File: src/rtl/game_pkg.sv
// Shared definitions for the Pac-Man play controller, the collision detector
// and the pill counter.
//   game_state_t : sequencer FSM encoding, also driven out on the state port
//   collision_t  : collision codes produced by the detector
package game_pkg;

  typedef enum logic [2:0] {
    IDLE  = 3'd0,
    READY = 3'd1,
    PLAY  = 3'd2,
    DYING = 3'd3,
    CLEAR = 3'd4,
    OVER  = 3'd5
  } game_state_t;

  typedef enum logic [3:0] {
    NONE  = 4'b0000,
    PILL  = 4'b0010,
    POWER = 4'b0011,
    GHOST = 4'b0100
  } collision_t;

  localparam logic [3:0] LEVEL_MAX = 4'd15;

  function automatic int max2(input int a, input int b);
    return (a > b) ? a : b;
  endfunction

endpackage

File: src/rtl/event_decoder.sv
// Turns the level-held collision code and start button into one-cycle events.
// An event fires only on the first cycle a code appears; start fires on its
// rising edge.
// Ports:
//   clk_i, rst_i          : clock, async active-high reset
//   start_i               : synchronised start button
//   collision_type_i[3:0] : collision code from the detector
//   pill_evt_o, power_evt_o, ghost_evt_o, start_evt_o : one-cycle events
module event_decoder
  import game_pkg::*;
(
  input  logic       clk_i,
  input  logic       rst_i,
  input  logic       start_i,
  input  logic [3:0] collision_type_i,
  output logic       pill_evt_o,
  output logic       power_evt_o,
  output logic       ghost_evt_o,
  output logic       start_evt_o
);

  logic [3:0] col_q;
  logic       start_q;
  logic       col_new;

  // start_q resets high so a button held through reset is not seen as a
  // press until it has been released once.
  always_ff @(posedge clk_i or posedge rst_i) begin
    if (rst_i) begin
      col_q   <= NONE;
      start_q <= 1'b1;
    end else begin
      col_q   <= collision_type_i;
      start_q <= start_i;
    end
  end

  assign col_new     = (collision_type_i != col_q);
  assign pill_evt_o  = col_new && (collision_type_i == PILL);
  assign power_evt_o = col_new && (collision_type_i == POWER);
  assign ghost_evt_o = col_new && (collision_type_i == GHOST);
  assign start_evt_o = start_i && !start_q;

endmodule

File: src/rtl/game_sequencer.sv
// Top-level play controller: lives, level, pill counting, frightened timer and
// movement freeze. All outputs are registered.
// Ports:
//   CLOCK_50, reset      : clock, async active-high reset
//   start                : synchronised start button (rising edge acts)
//   collision_type[3:0]  : collision code from the detector
//   pill_inc, pill_clear : one-cycle pill counter controls
//   ghost_eaten          : one-cycle pulse, ghost eaten while frightened
//   freeze, frightened   : movement stop / ghosts vulnerable
//   lives[1:0], level[3:0], state[2:0] : status
//
// state | meaning
// IDLE  | power-up, waiting for start
// READY | frozen countdown before play
// PLAY  | normal play, events acted on
// DYING | death animation, lives already decremented
// CLEAR | level-clear pause, level already advanced
// OVER  | no lives left, waiting for start
module game_sequencer
  import game_pkg::*;
#(
  parameter int TOTAL_PILLS  = 150,
  parameter int READY_CYCLES = 100_000_000,
  parameter int POWER_CYCLES = 300_000_000,
  parameter int DEATH_CYCLES = 100_000_000,
  parameter int CLEAR_CYCLES = 100_000_000,
  parameter int START_LIVES  = 3
) (
  input  logic       CLOCK_50,
  input  logic       reset,
  input  logic       start,
  input  logic [3:0] collision_type,
  output logic       pill_inc,
  output logic       pill_clear,
  output logic       freeze,
  output logic       frightened,
  output logic       ghost_eaten,
  output logic [1:0] lives,
  output logic [3:0] level,
  output logic [2:0] state
);

  localparam int MAX_CYC  = max2(max2(READY_CYCLES, POWER_CYCLES),
                                 max2(DEATH_CYCLES, CLEAR_CYCLES));
  localparam int PHASE_W  = $clog2(MAX_CYC + 1);
  localparam int FRIGHT_W = $clog2(POWER_CYCLES + 1);

  // Phase timer is loaded with X-1 so the state is held for exactly X cycles.
  localparam logic [PHASE_W-1:0]  READY_LOAD = PHASE_W'(READY_CYCLES - 1);
  localparam logic [PHASE_W-1:0]  DEATH_LOAD = PHASE_W'(DEATH_CYCLES - 1);
  localparam logic [PHASE_W-1:0]  CLEAR_LOAD = PHASE_W'(CLEAR_CYCLES - 1);
  localparam logic [FRIGHT_W-1:0] POWER_LOAD = FRIGHT_W'(POWER_CYCLES);
  localparam logic [7:0]          PILLS_LAST = 8'(TOTAL_PILLS);
  localparam logic [1:0]          LIVES_INIT = 2'(START_LIVES);

  logic pill_evt, power_evt, ghost_evt, start_evt;

  event_decoder u_event_decoder (
    .clk_i            (CLOCK_50),
    .rst_i            (reset),
    .start_i          (start),
    .collision_type_i (collision_type),
    .pill_evt_o       (pill_evt),
    .power_evt_o      (power_evt),
    .ghost_evt_o      (ghost_evt),
    .start_evt_o      (start_evt)
  );

  game_state_t         state_q, state_d;
  logic [PHASE_W-1:0]  phase_q, phase_d;
  logic [FRIGHT_W-1:0] fright_q, fright_d;
  logic [7:0]          pills_q, pills_d;
  logic [1:0]          lives_q, lives_d;
  logic [3:0]          level_q, level_d;
  logic                pill_inc_q, pill_inc_d;
  logic                pill_clear_q, pill_clear_d;
  logic                ghost_q, ghost_d;
  logic                freeze_q, frightened_q;

  always_ff @(posedge CLOCK_50 or posedge reset) begin
    if (reset) begin
      state_q      <= IDLE;
      phase_q      <= '0;
      fright_q     <= '0;
      pills_q      <= '0;
      lives_q      <= '0;
      level_q      <= '0;
      pill_inc_q   <= 1'b0;
      pill_clear_q <= 1'b0;
      ghost_q      <= 1'b0;
      freeze_q     <= 1'b1;
      frightened_q <= 1'b0;
    end else begin
      state_q      <= state_d;
      phase_q      <= phase_d;
      fright_q     <= fright_d;
      pills_q      <= pills_d;
      lives_q      <= lives_d;
      level_q      <= level_d;
      pill_inc_q   <= pill_inc_d;
      pill_clear_q <= pill_clear_d;
      ghost_q      <= ghost_d;
      freeze_q     <= (state_d != PLAY);
      frightened_q <= (fright_d != '0);
    end
  end

  always_comb begin
    state_d      = state_q;
    phase_d      = phase_q;
    fright_d     = fright_q;
    pills_d      = pills_q;
    lives_d      = lives_q;
    level_d      = level_q;
    pill_inc_d   = 1'b0;
    pill_clear_d = 1'b0;
    ghost_d      = 1'b0;

    case (state_q)
      IDLE, OVER: begin
        if (start_evt) begin
          lives_d      = LIVES_INIT;
          level_d      = 4'd1;
          pills_d      = '0;
          pill_clear_d = 1'b1;
          phase_d      = READY_LOAD;
          state_d      = READY;
        end
      end

      READY: begin
        if (phase_q == '0) state_d = PLAY;
        else               phase_d = phase_q - PHASE_W'(1);
      end

      PLAY: begin
        if (fright_q != '0) fright_d = fright_q - FRIGHT_W'(1);
        if (pill_evt || power_evt) begin
          pill_inc_d = 1'b1;
          pills_d    = pills_q + 8'd1;
          if (power_evt) fright_d = POWER_LOAD;
          // Last pill wins over a power reload: frightened must drop on entry.
          if (pills_d == PILLS_LAST) begin
            state_d      = CLEAR;
            fright_d     = '0;
            pills_d      = '0;
            pill_clear_d = 1'b1;
            level_d      = (level_q == LEVEL_MAX) ? level_q : level_q + 4'd1;
            phase_d      = CLEAR_LOAD;
          end
        end else if (ghost_evt) begin
          if (fright_q != '0) begin
            ghost_d = 1'b1;
          end else begin
            state_d = DYING;
            lives_d = (lives_q == 2'd0) ? 2'd0 : lives_q - 2'd1;
            phase_d = DEATH_LOAD;
          end
        end
      end

      DYING: begin
        fright_d = '0;
        if (phase_q == '0) begin
          if (lives_q == 2'd0) begin
            state_d = OVER;
          end else begin
            state_d = READY;
            phase_d = READY_LOAD;
          end
        end else begin
          phase_d = phase_q - PHASE_W'(1);
        end
      end

      CLEAR: begin
        fright_d = '0;
        if (phase_q == '0) begin
          state_d = READY;
          phase_d = READY_LOAD;
        end else begin
          phase_d = phase_q - PHASE_W'(1);
        end
      end

      default: state_d = IDLE;
    endcase
  end

  assign pill_inc    = pill_inc_q;
  assign pill_clear  = pill_clear_q;
  assign ghost_eaten = ghost_q;
  assign freeze      = freeze_q;
  assign frightened  = frightened_q;
  assign lives       = lives_q;
  assign level       = level_q;
  assign state       = state_q;

endmodule
File: config.mk
export PLATFORM = sky130hd
export DESIGN_NAME = game_sequencer
export DESIGN_NICKNAME = d
export VERILOG_FILES = /design/src/rtl/game_pkg.sv /design/src/rtl/event_decoder.sv /design/src/rtl/game_sequencer.sv
export SDC_FILE = /design/constraint.sdc
export NUM_CORES = 1
export LEC_CHECK = 0
export BUFFER_PORTS_ARGS = -buffer_cell sky130_fd_sc_hd__buf_2
export CAP_MARGIN = 25
export CORE_ASPECT_RATIO = 1.2
export CORE_UTILIZATION = 65
export DETAILED_ROUTE_END_ITERATION = 8
export PLACE_DENSITY = 0.87
export SYNTH_ARGS = -nofsm -noshare
export SYNTH_HDL_FRONTEND = slang
export SYNTH_SLANG_ARGS = --single-unit
export TNS_END_PERCENT = 10
File: constraint.sdc
create_clock -name CLOCK_50 -period 9.9 [get_ports CLOCK_50]
set_clock_uncertainty 0.05 [all_clocks]
set_input_delay 0.495 -clock CLOCK_50 [delete_from_list [all_inputs] [get_ports CLOCK_50]]
set_output_delay 0.495 -clock CLOCK_50 [all_outputs]
set_load 0.03 [all_outputs]
==> reports/metrics.yaml, run 1 <==
detailed_routing:
  drc_errors: 0
  routed_wl_um: 12200
  wire_per_inst_um: 17.8
  viasPerCell: 6.83
  via_count: 4659
  drtPass1Iterations: 5
  antenna_left: 0
  drt-initial-drc-count: 428
synthesis:
  seq_area_frac_synth_pct: 42.5
  synth_nets: 584
  synth_area_leader_cell: "dfrtp_1"
  yosys_most_used_dff: "dfrtp_1"
  synth_edf_count: 0
  syn_area_um2: 5010
  postSynthCellCount: 570
  synth_warnings: 0
  avgSynthCellArea_um2: 8.79
  yosys.area.top_type_share_pct: 41.5
  ys_top_cells_by_area: "dfrtp_1 (41%), o21ai_0 (6.3%), nor2_1 (4.4%)"
  synth-seq-cells: 85
  async_flop_share_pct: 100
  synth.distinct_cells: 65
flow_run:
  max_cap_violations: 0
cts:
  postCtsResizedCells: 0
  cts_buffers: 9
  clk_latency_ns: 0.37
  cts_root_buf: "clkbuf_8"
  clk_pin_slew_ns: 0.09
  cts_tree: "done"
  h-tree-depth: 3
  clockBufferDepth: 2
  cts_hold_buffers: 0
  post_cts_buffers: 0
  cts.sinks: 85
placed_design:
  finalWeightedCongestion: 0.958
  placed_cells: 666
  hpwl_um: 8580
  port-buffer-count: 20
sta:
  worstMarginPinSlew_ns: 0.914
  clock.fmax_mhz: 257
  max_slew_margin_pct: 38.1
  slew_viol_final: 0
  hold_viol: 0
  fin_crit_ns: 3.89
  finalSetupViolCount: 0
  rsz0062_at_grt: "no"
  hold-worst-slack_ns: 0.112
  min_period_over_period_pct: 39.3
  tns_ns: 0
power:
  finalPower_w: 0.000707
  leakagePower_nw: 2.28
  peakVddDrop_v: 0.0000863
  cellPowerDensity_nw_per_um2: 132
layout:
  nets: 601
  fin_cells: 682
  final_layout_size_suffix_gt1_share_pct: 11.7
  area_delta_synth_final_pct: 7.14
  layout_common_cells: "dfrtp_1 (83), o21ai_0 (62), nor2_1 (59)"
  final_common_cell: "dfrtp_1"
  antenna_cells: 0
floorplanning:
  ios: 21
  rows: 34
  die_area_um2: 8060
  die_h_um: 98.2
  core_area_um2: 7360
  start_util_pct: 68.1
  die_w_um: 82.1
global_routing:
  grt_pass1_vias: 4200
  grt-ovfl-total: 0
  grt_use_total_pct: 32.4
  grt_pass1_wl_um: 20000
  grt_max_degree: 61
  antenna_found_initial: 0
critical_path:
  cp.arrival_ns: 4.08
  crit_path_top_delay_cell: "nor4_1"
  cp.required_ns: 10.09
  start_kind: "register"
  cp-end-kind: "register"
  critPathMaxStageDelay_ns: 0.70
  worstPathMaxFanout: 8
  path_delay_family: "simple AND/OR/NAND/NOR gates"
  path_class: "register to register"
  crit_chain: "or4_1 -> nor4_1 -> nand4_1 -> nor2_1 -> o21ai_0 -> a22o_1 -> nor4b_1 -> nor4b_1 -> nand4_1"
  cp_num_buf_inv: 0
min_path:
  min_path_type: "input pin to asynchronous set/reset pin"
status:
  status: "completed"
## registers in the layout (all words and copies together), names as in the netlist, 2 cells and up
name and cells:
phase_q 29, pills_q 8, u_event_decoder.col_q 4, state 3, fright_q 29, level 4, lives 2
## path summary, 6_finish.rpt
check | start | end | slack, ns | cells after the start
setup / recovery | fright_q[14]$_DFF_PP0_ | frightened$_DFF_PP0_ | 6.01 | 9
hold / removal | reset | fright_q[11]$_DFF_PP0_ | 0.11 | 3
setup reg to reg | fright_q[14]$_DFF_PP0_ | frightened$_DFF_PP0_ | 6.01 | 9
hold reg to reg | phase_q[15]$_DFFE_PP0P_ | phase_q[15]$_DFFE_PP0P_ | 0.43 | 1
max in group asynchronous | reset | u_event_decoder.start_q$_DFF_PP1_ | 9.04 | 4
min in group CLOCK_50 | start | u_event_decoder.start_q$_DFF_PP1_ | 0.19 | 1
## cell usage after synthesis (3+ instances only)
library cell	count
inv_1	12
a211o_1	7
nand4_1	8
xor2_1	3
a21oi_1	23
dfrtp_1	83
o41ai_1	12
and3_1	3
o21a_1	6
ha_1	7
or3_1	11
xnor2_1	5
nor2_1	59
o21ai_1	10
nand2_1	53
o21ai_0	63
nor3_1	28
or4_4	3
nand3_1	13
a311oi_1	3
clkbuf_1	10
or2_2	5
a31oi_1	17
o31ai_1	15
a21o_1	10
nor4_1	11
nand2b_1	15
buf_2	5
o21ai_2	3
and2_1	3
nor3b_1	3
nor4b_1	4
or4_1	7
a22o_1	5
nor2b_1	6
## power breakdown
part           switching [W]  internal, W
sequential         0.0000184     0.000363
combinational      0.0000622    0.0000307
clock               0.000139    0.0000944
total               0.000219     0.000488
## worst reg2reg max path, delay by kind of cell, from the launching register on
kind / cells / cell delay [ns]
AOI/OAI and AO/OA: 2 / 0.36
DFF: 1 / 0.47
and+or+nand+nor: 7 / 2.87
## layout make-up
class	instances	area, um^2
repair buffers	26	165
flip-flops and latches	85	2130
clock buffers	9	124
clock inverters	7	58.8
fillers	545	1990
inverters	12	46.3
well taps	90	113
multi-input cells	453	2730
## metal layers
metal | track usage [%] | up-vias | routed length, um
li1 | - | 2182 | -
met1 | 43.8 | 2225 | 5080
met2 | 51.9 | 218 | 6010
met3 | 4.67 | 34 | 760
met4 | 12.3 | 0 | 309
met5 | 0 | - | 0
## per-stage QoR
step           area (um^2)  util, %  setup WS (ns)
3_3_place_gp          5160     70.1           6.33
6_report              5370     72.9           6.01
5_1_grt               5370     72.9           5.83
3_5_place_dp          5180     70.5           6.22
2_1_floorplan         5010        -           6.71
4_1_cts               5370     72.9           6.16
## logic make-up (layout without fill, tap and decap cells)
family                   count (synthesis)  in the layout  synth area share [%]
buffers and inverters                   32             54                  3.07
XOR/XNOR                                 8              8                  1.40
adder cells (fa/ha/maj)                  7              7                  1.75
AO/OA/AOI/OAI                          192            192                  25.3
AND/OR/NAND/NOR                        246            246                  26.0
flip-flops                              85             85                  42.5
Note: power is estimated with default switching activity, not from simulation.
==> run 2: changes to the inputs <==
ABC_AREA = 1   (was default)
CORE_UTILIZATION = 57   (was 65)
PLACE_DENSITY = 0.81   (was 0.87)
clock period = 3.49 ns   (was 9.9 ns; I/O delays follow)
==> run 2 against run 1 <==
Against the previous run:
- final area rose by 25%
- wire length rose by 27%
- non-clock buffer count grew 7
- die area rose by 40%
- synthesized cell count grew 65%
- worst hold slack improved by 0.26 ns
- clock power grew to 4.0 times the previous value
- setup slack got worse by 5.3 ns
- maximum frequency increased by 42%
- global-route usage down 3.5 points
- critical path type unchanged
- largest cell class unchanged
- largest power group unchanged
==> reports/metrics.yaml, run 2 <==
synthesis:
  synth_warnings: 0
  synth_common_cells: "nand2_1 (252), nor2_1 (175), inv_1 (101)"
  syn_area_um2: 6190
  synth_edf_count: 0
  synth_nets: 955
  avgSynthCellArea_um2: 6.57
  synth.distinct_cells: 46
  synth-seq-cells: 85
  yosys_most_used_dff: "dfrtp_1"
  async_flop_share_pct: 100
  yosys.area.top_type_share_pct: 33.6
  seq_area_frac_synth_pct: 34.4
  synth_area_leader_cell: "dfrtp_1"
  ys_top_cells_by_area: "dfrtp_1 (34%), nand2_1 (15%), nor2_1 (11%)"
  postSynthCellCount: 941
  yosysMostFrequentCell: "nand2_1"
critical_path:
  cp.required_ns: 3.65
  path_class: "register to register"
  worst_path_most_repeated_cell: "inv_2"
  worstPathMaxFanout: 35
  critPathMaxStageDelay_ns: 0.45
  cp-end-kind: "register"
  path_delay_family: "buffers and inverters"
  start_kind: "register"
  crit_chain: "inv_1 -> nor2_2 -> inv_2 -> nor2_1 -> inv_2 -> nand2_2 -> inv_2 -> nand2_1 -> o21ai_1 -> nor2_1 -> nand3_1 -> buf_4 -> o21ai_0"
  crit_path_top_delay_cell: "dfrtp_1"
  cp_num_buf_inv: 5
  cp.arrival_ns: 2.89
floorplanning:
  die_area_um2: 11300
  die_h_um: 116
  ios: 21
  die_w_um: 97.1
  rows: 41
  start_util_pct: 58.8
  core_area_um2: 10500
layout:
  final_layout_size_suffix_gt1_share_pct: 9.32
  layout_common_cells: "nand2_1 (252), nor2_1 (175), inv_1 (100)"
  reg_top3: "fright_q x29, phase_q x29, pills_q x8"
  nets: 975
  antenna_cells: 0
  area_delta_synth_final_pct: 8.68
  n_fill_cell: 992
  final_common_cell: "nand2_1"
global_routing:
  grt_max_degree: 53
  grt_pass1_vias: 5652
  grt-ovfl-total: 0
  grt_pass1_wl_um: 26400
  grt_use_total_pct: 28.9
  antenna_found_initial: 0
power:
  clkPwrFrac_pct: 47.3
  p_sw_share_pct: 23.4
  switching_power_w: 0.000463
  peakVddDrop_v: 0.000196
  p_seq_share_pct: 50.0
  leakagePower_nw: 3.79
  cellPowerDensity_nw_per_um2: 294
  combinationalPowerShare_pct: 2.7
  p_int_w: 0.00152
placed_design:
  finalWeightedCongestion: 1.04
  hpwl_um: 11300
  port-buffer-count: 20
detailed_routing:
  antenna_left: 0
  drc_errors: 0
  drtPass1Iterations: 5
  drt-initial-drc-count: 290
  routed_wl_um: 15500
  wire_per_inst_um: 14.1
  viasPerCell: 5.49
  via_count: 6015
flow_run:
  max_cap_violations: 0
sta:
  max_slew_margin_pct: 51.6
  rsz0062_at_grt: "no"
  finalSetupViolCount: 0
  slew_viol_final: 0
  hold_viol: 0
  min_period_over_period_pct: 78.3
  hold-worst-slack_ns: 0.372
  fin_crit_ns: 2.73
  worstMarginPinSlew_ns: 0.724
  clock.fmax_mhz: 366
  tns_ns: 0
cts:
  cts.sinks: 85
  clk_latency_ns: 0.35
  cts_root_buf: "clkbuf_16"
  cts_hold_buffers: 6
  clk_pin_slew_ns: 0.07
  postCtsResizedCells: 0
  cts_buffers: 9
  post_cts_buffers: 0
  h-tree-depth: 3
  clockBufferDepth: 2
  cts_tree: "done"
min_path:
  min_path_type: "input pin to asynchronous set/reset pin"
status:
  status: "completed"
[run 2: changes by cell type in the layout (fill, tap and decap cells not counted), sizes merged, moves of 9 or more]
| cell | before | now |
|---|---|---|
| nand2 | 53 | 260 |
| nor2 | 61 | 189 |
| inv | 14 | 111 |
| nand3 | 13 | 75 |
| xor2 | 3 | 29 |
| o21ai | 76 | 59 |
| a31oi | 17 | 1 |
| nand2b | 15 | 0 |
| nand4 | 8 | 23 |
| or3 | 13 | 0 |
| o41ai | 12 | 0 |
| o31ai | 15 | 4 |
| or4 | 10 | 0 |
| a21o | 10 | 1 |
[run 2: area by class of cell]
| cell class | instances | area, um^2 | share of cell area, % |
|---|---|---|---|
| clock buffers | 11 | 243 | 3.61 |
| clock inverters | 5 | 42.5 | 0.633 |
| inverters | 111 | 419 | 6.23 |
| multi-input cells | 721 | 3490 | 52.0 |
| flip-flops and latches | 85 | 2130 | 31.7 |
| well taps | 129 | 161 | 2.40 |
| repair buffers | 33 | 233 | 3.46 |
[run 2: path summary, 6_finish.rpt]
kind,from,end,slack (ns),cells after the start
max reg2reg,state[0]$_DFF_PP0_,phase_q[20]$_DFFE_PP0P_,0.76,13
min,reset,phase_q[1]$_DFFE_PP0P_,0.37,4
min reg2reg,phase_q[5]$_DFFE_PP0P_,phase_q[5]$_DFFE_PP0P_,0.46,2
max in group asynchronous,reset,freeze$_DFF_PP1_,2.44,5
max,state[0]$_DFF_PP0_,phase_q[20]$_DFFE_PP0P_,0.76,13
min in group CLOCK_50,start,u_event_decoder.start_q$_DFF_PP1_,0.46,2
[run 2: cells by family after synthesis]
kind of cell    count (synthesis)  share of synthesized area (%)
simple gates                  581                           40.7
buf+inv                       135                           9.08
compound gates                 99                           9.55
flops                          85                           34.4
xor+xnor                       34                           4.81
fa+ha+maj                       7                           1.42
[run 2: layer usage]
layer,wire length [um],GRT usage (%)
met1,6760,36.4
met2,7400,50.0
met3,691,2.57
met4,600,15.3
met5,0,0
[run 2: power by group through the flow]
stage | Clock [W] | Sequential, W | Combinational (W)
3_5_place_dp | 0 | 0.00101 | 0.0000453
6_report | 0.000936 | 0.000990 | 0.0000529
5_1_grt | 0.000978 | 0.000989 | 0.0000602
3_3_place_gp | 0 | 0.00101 | 0.0000442
2_1_floorplan | 0 | 0.00101 | 0.0000287
4_1_cts | 0.000948 | 0.000990 | 0.0000503
[run 2: tightest hold or removal path, cell delays in order]
cell and delay (ns):
dlygate4sd3_1 0.53, buf_2 0.12, clkinv_2 0.06, buf_16 0.25
[run 2: through the flow]
step	std cells	util, %	cell area, um^2	setup WS [ns]	total power, W
floorplan	941	-	6190	1.08	0.00104
global placement	1072	60.4	6350	0.841	0.00105
detailed placement	1072	60.4	6350	0.801	0.00105
CTS	1094	63.7	6700	0.787	0.00199
global route	1095	63.9	6720	0.475	0.00203
finish	1095	63.9	6720	0.757	0.00198
==> run 3: changes to the inputs <==
ABC_AREA = 0   (was 1)
CORE_UTILIZATION = 56   (was 57)
PLACE_DENSITY = 0.8   (was 0.81)
clock period = 2.3 ns   (was 3.49 ns; I/O delays follow)
==> run 3 against run 2 <==
Against the previous run:
- the flow now stops in global routing
- synthesized cell count fell by 39%
- synthesized area fell by 19%
==> reports/metrics.yaml, run 3 <==
global_routing:
  grt_use_total_pct: 74.0
  grt-ovfl-total: 19
  grt_max_degree: 44
synthesis:
  yosys_most_used_dff: "dfrtp_1"
  synth_area_leader_cell: "dfrtp_1"
  yosys.area.top_type_share_pct: 41.5
  postSynthCellCount: 570
  synth_common_cells: "dfrtp_1 (83), o21ai_0 (63), nor2_1 (59)"
  avgSynthCellArea_um2: 8.79
  yosysMostFrequentCell: "dfrtp_1"
  synth_edf_count: 0
  synth-seq-cells: 85
  synth.distinct_cells: 65
  synth_nets: 584
  async_flop_share_pct: 100
  synth_warnings: 0
  seq_area_frac_synth_pct: 42.5
  syn_area_um2: 5010
  ys_top_cells_by_area: "dfrtp_1 (41%), o21ai_0 (6.3%), nor2_1 (4.4%)"
status:
  status: "aborted with a tool error"
  tool.error: "[ERROR GRT-0232] Routing congestion too high. Check the congestion heatmap in the GUI."
  lastStage: "global routing"
floorplanning:
  die_w_um: 88.3
  die_h_um: 106
  ios: 21
  rows: 37
  start_util_pct: 58.2
placed_design:
  finalWeightedCongestion: 1.01
  placed_cells: 871
  port-buffer-count: 20
  hpwl_um: 11400
cts:
  cts_root_buf: "clkbuf_8"
  clockBufferDepth: 2
  cts_buffers: 9
  cts.sinks: 85
  h-tree-depth: 3
sta:
  endpoint_type: "register input"
  worstEndpointGrtRepair: "frightened$_DFF_PP0_/D"
## run 3: logic make-up after synthesis
| logic type | Yosys count | share of synthesized area (%) |
|---|---|---|
| compound gates | 192 | 25.3 |
| xor+xnor | 8 | 1.40 |
| fa+ha+maj | 7 | 1.75 |
| buf+inv | 32 | 3.07 |
| flops | 85 | 42.5 |
| simple gates | 246 | 26.0 |
## run 3: repair_timing
item / in CTS
hold buffers: 6
endpoints found under the hold margin: 46
buffers inserted: 22
pin swaps: 40
cloned: 2
setup endpoints to repair: 71
gates resized for setup: 94
## run 3: per-layer routing
layer / overflow / global-route usage [%]
met5: 0 / 18.2
met4: 9 / 68.0
met3: 0 / 62.4
met2: 9 / 86.8
met1: 1 / 77.0
## run 3: stage by stage
step / worst slack, ns / util [%] / instance area [um^2] / TNS [ns]
floorplan: -0.682 / - / 5120 / -28.77
global placement: -0.835 / 77.1 / 6640 / -28.75
detailed placement: -0.949 / 77.1 / 6640 / -32.43
CTS: -0.851 / 86.2 / 7430 / -28.69
==> run 4: changes to the inputs <==
CORE_ASPECT_RATIO = default   (was 1.2)
CORE_UTILIZATION = 40   (was 56)
PLACE_DENSITY = default   (was 0.8)
PLACE_DENSITY_LB_ADDON = 0.15   (was default)
clock period = 2.99 ns   (was 2.3 ns; I/O delays follow)
==> run 4 against run 3 <==
Against the previous run:
- the flow now finishes, with violations (negative setup slack)
==> reports/metrics.yaml, run 4 (same netlist as run 1, synthesis figures left out) <==
status:
  status: "complete, but fails checks"
  violations: "negative setup slack"
floorplanning:
  die_h_um: 114
  core_area_um2: 12100
  start_util_pct: 41.4
  die_w_um: 114
  rows: 40
  die_area_um2: 13000
  ios: 21
placed_design:
  hpwl_um: 10600
  finalWeightedCongestion: 0.931
  dpl_cell_area_um2: 6130
  port-buffer-count: 20
sta:
  rsz0062_at_grt: "yes"
  slew_viol_final: 0
  finalSetupViolCount: 26
  min_period_over_period_pct: 106
  worstMarginPinSlew_ns: 0.679
  hold-worst-slack_ns: 0.319
  clock.fmax_mhz: 317
  max_slew_margin_pct: 54.3
  fin_ws_ns: -0.169
  fin_crit_ns: 3.16
  hold_viol: 0
detailed_routing:
  drtPass1Iterations: 5
  viasPerCell: 5.70
  routed_wl_um: 14700
  wire_per_inst_um: 16.6
  via_count: 5052
  drt-initial-drc-count: 302
  antenna_left: 0
  drc_errors: 0
flow_run:
  max_cap_violations: 0
global_routing:
  grt_pass1_wl_um: 24300
  grt_pass1_vias: 5023
  grt_use_total_pct: 24.0
  grt_max_degree: 31
  antenna_found_initial: 0
  grt-ovfl-total: 0
cts:
  clockBufferDepth: 2
  cts_buffers: 9
  clk_latency_ns: 0.35
  clk_pin_slew_ns: 0.06
  cts_root_buf: "clkbuf_16"
  cts_tree: "done"
  cts.sinks: 85
  h-tree-depth: 3
layout:
  stdcell_area_um2: 6830
  regArea_um2: 2130
  final_common_cell: "buf_4"
  nets: 727
  reg_top3: "fright_q x29, phase_q x29, pills_q x8"
  multi_input_area_um2: 2940
  layout_common_cells: "buf_4 (114), dfrtp_1 (81), nor2_1 (59)"
  final_layout_size_suffix_gt1_share_pct: 30.9
  antenna_cells: 0
  area_delta_synth_final_pct: 36.3
  n_fill_cell: 1095
critical_path:
  path_class: "register to register"
  rrSetupSlack_ns: -0.17
  start_kind: "register"
  worstPathMaxFanout: 5
  r2r_start: "fright_q[22]$_DFF_PP0_"
  cp-end-kind: "register"
  cp.arrival_ns: 3.32
  cp.required_ns: 3.15
  reg2reg_to: "frightened$_DFF_PP0_"
  rr_worst_depth: 9
min_path:
  min_path_type: "input pin to asynchronous set/reset pin"
power:
  leakagePower_nw: 3.03
  cellPowerDensity_nw_per_um2: 421
  peakVddDrop_v: 0.000317
==> run 4: worst max path at each step <==
stage / start / end / depth (start not counted)
after floorplan: pills_q[0]$_DFFE_PP0P_ / frightened$_DFF_PP0_ / 11
after global placement: pills_q[0]$_DFFE_PP0P_ / frightened$_DFF_PP0_ / 11
after detailed placement: pills_q[0]$_DFFE_PP0P_ / frightened$_DFF_PP0_ / 11
after CTS: fright_q[22]$_DFF_PP0_ / frightened$_DFF_PP0_ / 9
after global routing: phase_q[9]$_DFFE_PP0P_ / phase_q[27]$_DFFE_PP0P_ / 11
final: fright_q[22]$_DFF_PP0_ / frightened$_DFF_PP0_ / 9
==> run 4: final cells by class <==
| type | instances | share of cell area [%] |
|---|---|---|
| sequential | 85 | 31.2 |
| clock buffer | 12 | 3.46 |
| tap | 168 | 3.08 |
| clock inverter | 4 | 1.08 |
| inverter | 12 | 0.678 |
| multi-input combinational | 453 | 43.0 |
| timing repair buffer | 152 | 17.4 |
==> run 4: critical path: stages (launching register included) <==
cell and delay (ns):
dfrtp_1 0.38, or4_4 0.58, or3_4 0.39, o31ai_2 0.25, or2_4 0.21, o31ai_1 0.08, a32o_1 0.23, or4_1 0.41
nor4b_2 0.30, nand4_1 0.13
==> run 4: repair_timing <==
item | CTS | global route
setup buffers | 8 | 4
cloned | 1 | 1
hold buffers | 6 | 0
endpoints found under the setup margin | 28 | 32
gates resized for setup | 21 | 29
pin swaps | 12 | 8
endpoints found under the hold margin | 31 | 0
==> run 4: metrics by stage <==
stage / setup WS, ns / power (W) / std cells / setup TNS (ns) / utilization, %
floorplan: -0.0199 / 0.00151 / 570 / -0.121 / -
global placement: -0.165 / 0.00164 / 849 / -0.845 / 50.4
detailed placement: -0.195 / 0.00166 / 850 / -1.69 / 50.6
CTS: -0.122 / 0.00287 / 881 / -1.57 / 55.1
global route: -0.263 / 0.00300 / 886 / -6.38 / 56.4
finish: -0.169 / 0.00288 / 886 / -1.92 / 56.4
==> run 4: per-layer routing <==
layer	part of all wire [%]	vias to the layer above	GRT usage, %
met4	2.7	0	11.0
met3	4.4	30	3.93
met5	0	-	0
met2	50	132	41.8
li1	-	2429	-
met1	43	2461	29.1
==> run 4: power breakdown <==
part / internal, W / leakage (nW) / switching, W
logic: 0.000187 / 1.82 / 0.000248
clock network: 0.000733 / 0.151 / 0.000458
registers: 0.00120 / 1.06 / 0.0000497
total: 0.00212 / 3.03 / 0.000755
